## config.mk

```make
export PLATFORM = sky130hd
export DESIGN_NAME = mem_arbiter
export DESIGN_NICKNAME = d
export VERILOG_FILES = /design/src/rtl/mem_arbiter.sv
export SDC_FILE = /design/constraint.sdc
export NUM_CORES = 1
export LEC_CHECK = 0
export BUFFER_PORTS_ARGS = -buffer_cell sky130_fd_sc_hd__buf_2
export CAP_MARGIN = 20
export CORE_MARGIN = 2
export CORE_UTILIZATION = 25
export DETAILED_ROUTE_END_ITERATION = 16
export PLACE_DENSITY = 0.58
export SKIP_CTS_REPAIR_TIMING = 1
export SYNTH_ARGS = -nofsm -noshare
export SYNTH_HDL_FRONTEND = slang
export SYNTH_SLANG_ARGS = --single-unit
```

## constraint.sdc

```tcl
create_clock -name CLK -period 4.15 [get_ports CLK]
set_input_delay 0.415 -clock CLK [delete_from_list [all_inputs] [get_ports CLK]]
set_output_delay 0.415 -clock CLK [all_outputs]
set_load 0.005 [all_outputs]
```

## src/rtl/mem_arbiter.sv

```systemverilog
// Shares a single-ported RAM between instruction fetch (i-side) and load/store (d-side).
// The d-side has priority, bounded by a streak guard; a per-access timeout aborts a hung RAM.
module mem_arbiter #(
    parameter int unsigned MAX_DSTREAK = 4,
    parameter int unsigned TIMEOUT     = 64
) (
    input  logic        CLK,
    input  logic        nRST,
    input  logic        iREN,
    input  logic [31:0] iaddr,
    output logic        iwait,
    output logic [31:0] iload,
    input  logic        dREN,
    input  logic        dWEN,
    input  logic [31:0] daddr,
    input  logic [31:0] dstore,
    output logic        dwait,
    output logic [31:0] dload,
    output logic        derr,
    output logic        ierr,
    output logic        ramREN,
    output logic        ramWEN,
    output logic [31:0] ramaddr,
    output logic [31:0] ramstore,
    input  logic [31:0] ramload,
    input  logic [1:0]  ramstate
);
    localparam int unsigned SW = $clog2(MAX_DSTREAK + 1);
    localparam int unsigned TW = (TIMEOUT > 1) ? $clog2(TIMEOUT) : 1;

    typedef enum logic [1:0] {FREE, BUSY, ACCESS, ERROR} ramstate_t;
    typedef enum logic [2:0] {IDLE, IGNT, DGNT, IRESP, DRESP} state_e;

    state_e          state_q, state_d;
    logic [31:0]     addr_q, addr_d;
    logic [31:0]     store_q, store_d;
    logic            ren_q, ren_d;
    logic            wen_q, wen_d;
    logic [31:0]     iload_q, iload_d;
    logic [31:0]     dload_q, dload_d;
    logic            ierr_q, ierr_d;
    logic            derr_q, derr_d;
    logic [SW-1:0]   streak_q, streak_d;
    logic [TW-1:0]   tmo_q, tmo_d;

    logic d_req, i_forced, done_ok, done_err;

    // Arbitration, grant capture and completion handling.
    always_comb begin
        state_d  = state_q;
        addr_d   = addr_q;
        store_d  = store_q;
        ren_d    = ren_q;
        wen_d    = wen_q;
        iload_d  = iload_q;
        dload_d  = dload_q;
        ierr_d   = 1'b0;
        derr_d   = 1'b0;
        streak_d = streak_q;
        tmo_d    = tmo_q;
        d_req    = dREN | dWEN;
        i_forced = iREN && (streak_q == SW'(MAX_DSTREAK));
        done_ok  = (ramstate == ACCESS);
        done_err = !done_ok && ((ramstate == ERROR) || (tmo_q == TW'(TIMEOUT - 1)));

        unique case (state_q)
            IDLE: begin
                if (!iREN) streak_d = '0;
                if (d_req && !i_forced) begin
                    state_d = DGNT;
                    addr_d  = daddr;
                    store_d = dstore;
                    wen_d   = dWEN;
                    ren_d   = !dWEN;
                    tmo_d   = '0;
                    if (iREN && (streak_q < SW'(MAX_DSTREAK))) streak_d = streak_q + SW'(1);
                end else if (iREN) begin
                    state_d  = IGNT;
                    addr_d   = iaddr;
                    ren_d    = 1'b1;
                    wen_d    = 1'b0;
                    tmo_d    = '0;
                    streak_d = '0;
                end
            end
            IGNT, DGNT: begin
                if (done_ok || done_err) begin
                    state_d = (state_q == IGNT) ? IRESP : DRESP;
                    ren_d   = 1'b0;
                    wen_d   = 1'b0;
                    // Writes and failed accesses leave the load registers untouched.
                    if (done_ok && !wen_q) begin
                        if (state_q == IGNT) iload_d = ramload;
                        else                 dload_d = ramload;
                    end
                    if (done_err) begin
                        if (state_q == IGNT) ierr_d = 1'b1;
                        else                 derr_d = 1'b1;
                    end
                end else begin
                    tmo_d = tmo_q + TW'(1);
                end
            end
            default: state_d = IDLE;
        endcase
    end

    always_ff @(posedge CLK or negedge nRST) begin
        if (!nRST) begin
            state_q  <= IDLE;
            addr_q   <= '0;
            store_q  <= '0;
            ren_q    <= 1'b0;
            wen_q    <= 1'b0;
            iload_q  <= '0;
            dload_q  <= '0;
            ierr_q   <= 1'b0;
            derr_q   <= 1'b0;
            streak_q <= '0;
            tmo_q    <= '0;
        end else begin
            state_q  <= state_d;
            addr_q   <= addr_d;
            store_q  <= store_d;
            ren_q    <= ren_d;
            wen_q    <= wen_d;
            iload_q  <= iload_d;
            dload_q  <= dload_d;
            ierr_q   <= ierr_d;
            derr_q   <= derr_d;
            streak_q <= streak_d;
            tmo_q    <= tmo_d;
        end
    end

    assign ramREN   = ren_q;
    assign ramWEN   = wen_q;
    assign ramaddr  = addr_q;
    assign ramstore = store_q;
    assign iload    = iload_q;
    assign dload    = dload_q;
    assign ierr     = ierr_q;
    assign derr     = derr_q;
    assign iwait    = iREN && (state_q != IRESP);
    assign dwait    = (dREN || dWEN) && (state_q != DRESP);

endmodule

```

# == Yosys cells after proc, flatten, opt, wreduce, memory -nomap -nowiden ==
# Cells that the tools add are included.
# word_totals
register_bits,144
inputBits,135
output_inout_bits,134
word_cells,82
# op_classes
n_lt_le_gt_ge,1
n_reduce_logical,25
addsub,2
mux,30
n_eq_ne,11
bitwise,2
# op_table
op,n
$mux 32,2
$mux 3,8
$mux 6,3
$mux 1,13
$pmux 6 s2,1
$reduce_and 4->1,2
$logic_and 1x1->1,7
$add 6x1->6 const B,1
$eq 6x6->1 const B,1
$ne 3x3->1 const B,2
$pmux 3 s2,1
$reduce_and 2->1,3
$reduce_and 3->1,2
$eq 2x2->1 const B,2
$logic_not 1->1,4
$ne 2x2->1 const B,2
$pmux 1 s2,2
$reduce_bool 2->1,2
$add 3x1->3 const B,1
$eq 3x1->1 const B,1
$eq 3x2->1 const B,1
$eq 3x3->1 const B,1
$logic_not 3->1,1
$logic_or 1x1->1,3
other kinds (5),5

# == Longest topological paths before layout ==
# depth
word_depth,6
mapped_depth,8
ltp_nobuf,6

# == Worst setup path after synthesis ==
# OpenSTA, ideal clock, no wires.
# synth_timing
path_type,reg2reg
start,register streak_q[0]
end,"register store_q[10], in the netlist ramstore[10]"
setup_time_ps,125
path_stages_with_launch,9
arrival_ps,1558
synth_period_minus_slack_ps,1683
required_time_ps,4025
path_slack_ps,2467
n_path_buf,2
path_cell_list,dfrtp_1 -> inv_1 -> ha_1 -> nand3_1 -> o21ai_0 -> buf_4 -> nor2_8 -> buf_12 -> mux2_4
# synth_via
elab_chain_len,5
# synth_rtl
element,line_no,source
"start, declared",43,"logic [SW-1:0] streak_q, streak_d;"
"start signal, assigned",131,streak_q <= streak_d;
$eq 3x3->1,62,i_forced = iREN && (streak_q == SW'(MAX_DSTREAK));
$logic_and 1x1->1,62,
$logic_not 1->1,69,if (d_req && !i_forced) begin
$logic_and 1x1->1,69,
$reduce_and 2->1 (no source line),-,
"end signal, assigned",124,store_q <= store_d;
"end, declared",36,"logic [31:0] store_q, store_d;"
# Every way passes these cells.
# A chain may end at the register's enable or synchronous reset.

# == Worst setup path in the final report ==
# layout_timing
start,register state_q[1]
end,"register iload_q[12], in the netlist iload[12]"
# layout_via
elab_chain_len,3
elab_cells_between_ends,4
cone_classes,2 x eq/ne; 2 x reduce/logical
# layout_rtl
element,line_no,source
"start, declared",34,"state_e state_q, state_d;"
"start signal, assigned",122,state_q <= state_d;
$eq 3x1->1 or $eq 3x2->1 (tied branches),"66, 93",
$reduce_or 2->1,66,unique case (state_q)
$reduce_and 4->1 (no source line) *,-,
"end signal, assigned",127,iload_q <= iload_d;
"end, declared",39,"logic [31:0] iload_q, iload_d;"
# Every way passes the cells marked *; elsewhere a longest branch is shown, timed or not.

==> metrics.yaml <==
non_filler_instance_count_after_layout: 1049
flow.area_growth_from_synthesis_pct: 35.8
die_height_um: 162
postSynthNetCount: 577
placeableCoreArea_um2: 24900
finalWirelength_um: 14700
tritoncts: "done"
asyncSetResetFlopFracSynth_pct: 100
slew_hr_pct: 37.7
hold_class: "input port to async pin"
min_period_ns: 2.19
peakVddDrop_uv: 249
min_period_over_period_pct: 52.8
htree_levels: 4
antenna_found_initial: 0
synth_sequential_area_ratio_pct: 57.4
dp.final_hpwl_um: 10500
placement.io_buffers: 268
post-synth-top-area-cell: "dfrtp_1"
maxSlewViolCount: 0
final_antenna_diode_count: 0
drt-vias-per-instance: 4.13
chipWidth_um: 162
finalHoldViolations: 0
path_class: "flip-flop to flip-flop"
gpl.final_weighted_congestion: 0.726
grt_start_max_net_pins: 102
insertion_delay_ns: 0.41
clock-skew-final_ns: 0.0100
tightestPinTransition_ns: 0.934
num_vias: 4330
powerDensity_nw_per_um2: 745
timing.critical_path.to_type: "flip-flop"
drc: 0
rsz0062_at_grt: "no"
worst-endpoint-required_ns: 4.44
synth_area_per_cell_um2: 14.3
status: "finished clean"
holdWs_ns: 0.0917
synthDistinctLibCells: 45
rr_startpoint: "state_q[1]$_DFFE_PN0P_"
routedWlPerCell_um: 14.0
drt_pass1_iterations: 4
io_pins: 269
cts_num_sinks: 144
grt_remaining_overflow: 0
nets: 844
cts-root-buf: "clkbuf_16"
synth_enable_flop_cells: 0
synth_seq_cells: 144
postSynth.topFlopCell: "dfrtp_1"
timing.fmax_ghz: 0.456
arrival_ns: 2.49
synthTopCellsByArea: "dfrtp_1 57%, mux2_4 14%, mux2_2 6.3%"
finalCoreUtilization_pct: 34.3
clock_tree.buffer_depth: 2
maxCapViolCount: 0
setup_viols_final: 0
grt_pass1_vias: 4208
first_iter_violations: 199
cts.reportedPaths.clkPinSlew_ns: 0.07
ys.warnings.count: 0
cts_buffers: 17
drive_above_1_share_pct: 57.3
startpoint_type: "flip-flop"
globalRouteTotalUtil_pct: 11.0
worst_setup_path_startpoint: "state_q[1]$_DFFE_PN0P_"
grt_first_pass_wirelength_um: 22800
rows: 58
initial_core_util_pct: 25.2
instance_count_of_the_mapped_netlist: 439
power_leakage_nw: 4.38
critPathMaxFanout: 32
placedCellCount: 1016
design.die.area_um2: 26400
accumulated_negative_setup_slack_ns: 0
yosysTopAreaCellShare_pct: 57.4
synthesis.area_um2: 6280
antenna_violating_nets_post_route: 0
-- worst max-delay path, cell delays in order (launching register included) --
cell and delay (ns):
dfrtp_1 0.53, nor2_1 0.22, nand3_2 0.69, mux2_1 0.59
-- report_power, final --
part,switching (mW),internal (mW),total (mW)
Clock,0.683,0.980,1.66
Combinational,0.981,1.31,2.30
Sequential,0.366,2.03,2.40
Total,2.03,4.32,6.35
-- cell type report --
type | instances | area, um^2
fillers | 2494 | 16400
inverters | 5 | 18.8
flip-flops and latches | 144 | 3600
multi-input cells | 266 | 2460
well taps | 330 | 413
clock inverters | 15 | 216
repair buffers | 272 | 1390
clock buffers | 17 | 425
-- layout by cell type, fill, tap and decap left out, types with 2 or more instances in the layout --
| master | Yosys | routed |
|---|---|---|
| nand2b_1 | 6 | 6 |
| nand3_1 | 6 | 5 |
| or3_4 | 2 | 2 |
| inv_6 | 0 | 5 |
| buf_4 | 5 | 3 |
| o21ai_1 | 2 | 2 |
| clkinv_8 | 0 | 2 |
| clkbuf_16 | 0 | 17 |
| o22ai_1 | 2 | 2 |
| bufinv_16 | 0 | 3 |
| mux2_2 | 35 | 35 |
| buf_2 | 4 | 267 |
| inv_8 | 0 | 3 |
| dfrtp_1 | 144 | 144 |
| ha_1 | 3 | 3 |
| nor2_1 | 8 | 8 |
| o21ai_0 | 33 | 32 |
| nor3_1 | 2 | 2 |
| inv_1 | 5 | 5 |
| mux2_4 | 60 | 60 |
| mux2i_1 | 36 | 36 |
| nand2_1 | 39 | 39 |
| a21oi_1 | 7 | 7 |
| a211oi_1 | 3 | 3 |
-- per-layer routing --
layer | part of all wire (%) | vias up | GRT usage, %
met3 | 8.2 | 5 | 3.90
li1 | - | 2083 | -
met5 | 0 | - | 0
met2 | 47 | 198 | 17.9
met1 | 44 | 2044 | 14.1
met4 | 0.56 | 0 | 2.65
-- state kept, by name (all words and copies together), names as in the netlist --
register	cells
derr	1
dload	32
ierr	1
iload	32
ramREN	1
ramWEN	1
ramaddr	32
ramstore	32
state_q	3
streak_q	3
tmo_q	6
-- per-stage QoR --
| stage | power (mW) | worst slack, ns | instance area [um^2] |
|---|---|---|---|
| after floorplan | 3.88 | 2.47 | 6280 |
| after global placement | 4.69 | 1.68 | 7860 |
| after detailed placement | 4.73 | 1.66 | 7860 |
| after CTS | 6.45 | 1.88 | 8510 |
| after global routing | 6.80 | 1.73 | 8530 |
| final | 6.35 | 1.96 | 8530 |
-- logic make-up (layout without fill, tap and decap cells) --
family	Yosys count	count (layout)	synth area share (%)
AO/OA/AOI/OAI	58	58	5.68
XOR/XNOR	1	1	0.139
adder cells (fa/ha/maj)	3	3	0.598
buffers and inverters	29	309	3.73
flip-flops	144	144	57.4
multiplexers	132	132	26.5
AND/OR/NAND/NOR	72	72	5.94
-- worst paths after layout --
| check | endpoint | depth (start not counted) | slack [ns] |
|---|---|---|---|
| max | iload[12]$_DFFE_PN0P_ | 3 | 1.96 |
| min | dload[20]$_DFFE_PN0P_ | 1 | 0.09 |
| max reg2reg | iload[12]$_DFFE_PN0P_ | 3 | 1.96 |
| min reg2reg | ramaddr[27]$_DFFE_PN0P_ | 2 | 0.47 |
| max in group asynchronous | ramstore[11]$_DFFE_PN0P_ | 2 | 3.15 |
| min in group CLK | ramstore[14]$_DFFE_PN0P_ | 2 | 0.23 |
-- synth_stat cells, drive strengths merged, types with 2 or more instances --
cell type	n
a211oi	3
a21oi	8
buf	21
clkbuf	3
dfrtp	144
ha	3
inv	5
mux2	96
mux2i	36
nand2	40
nand2b	7
nand3	6
nor2	9
nor2b	2
nor3	3
o21ai	35
o22ai	2
or3	2
Note: power is estimated with default switching activity, not from simulation.
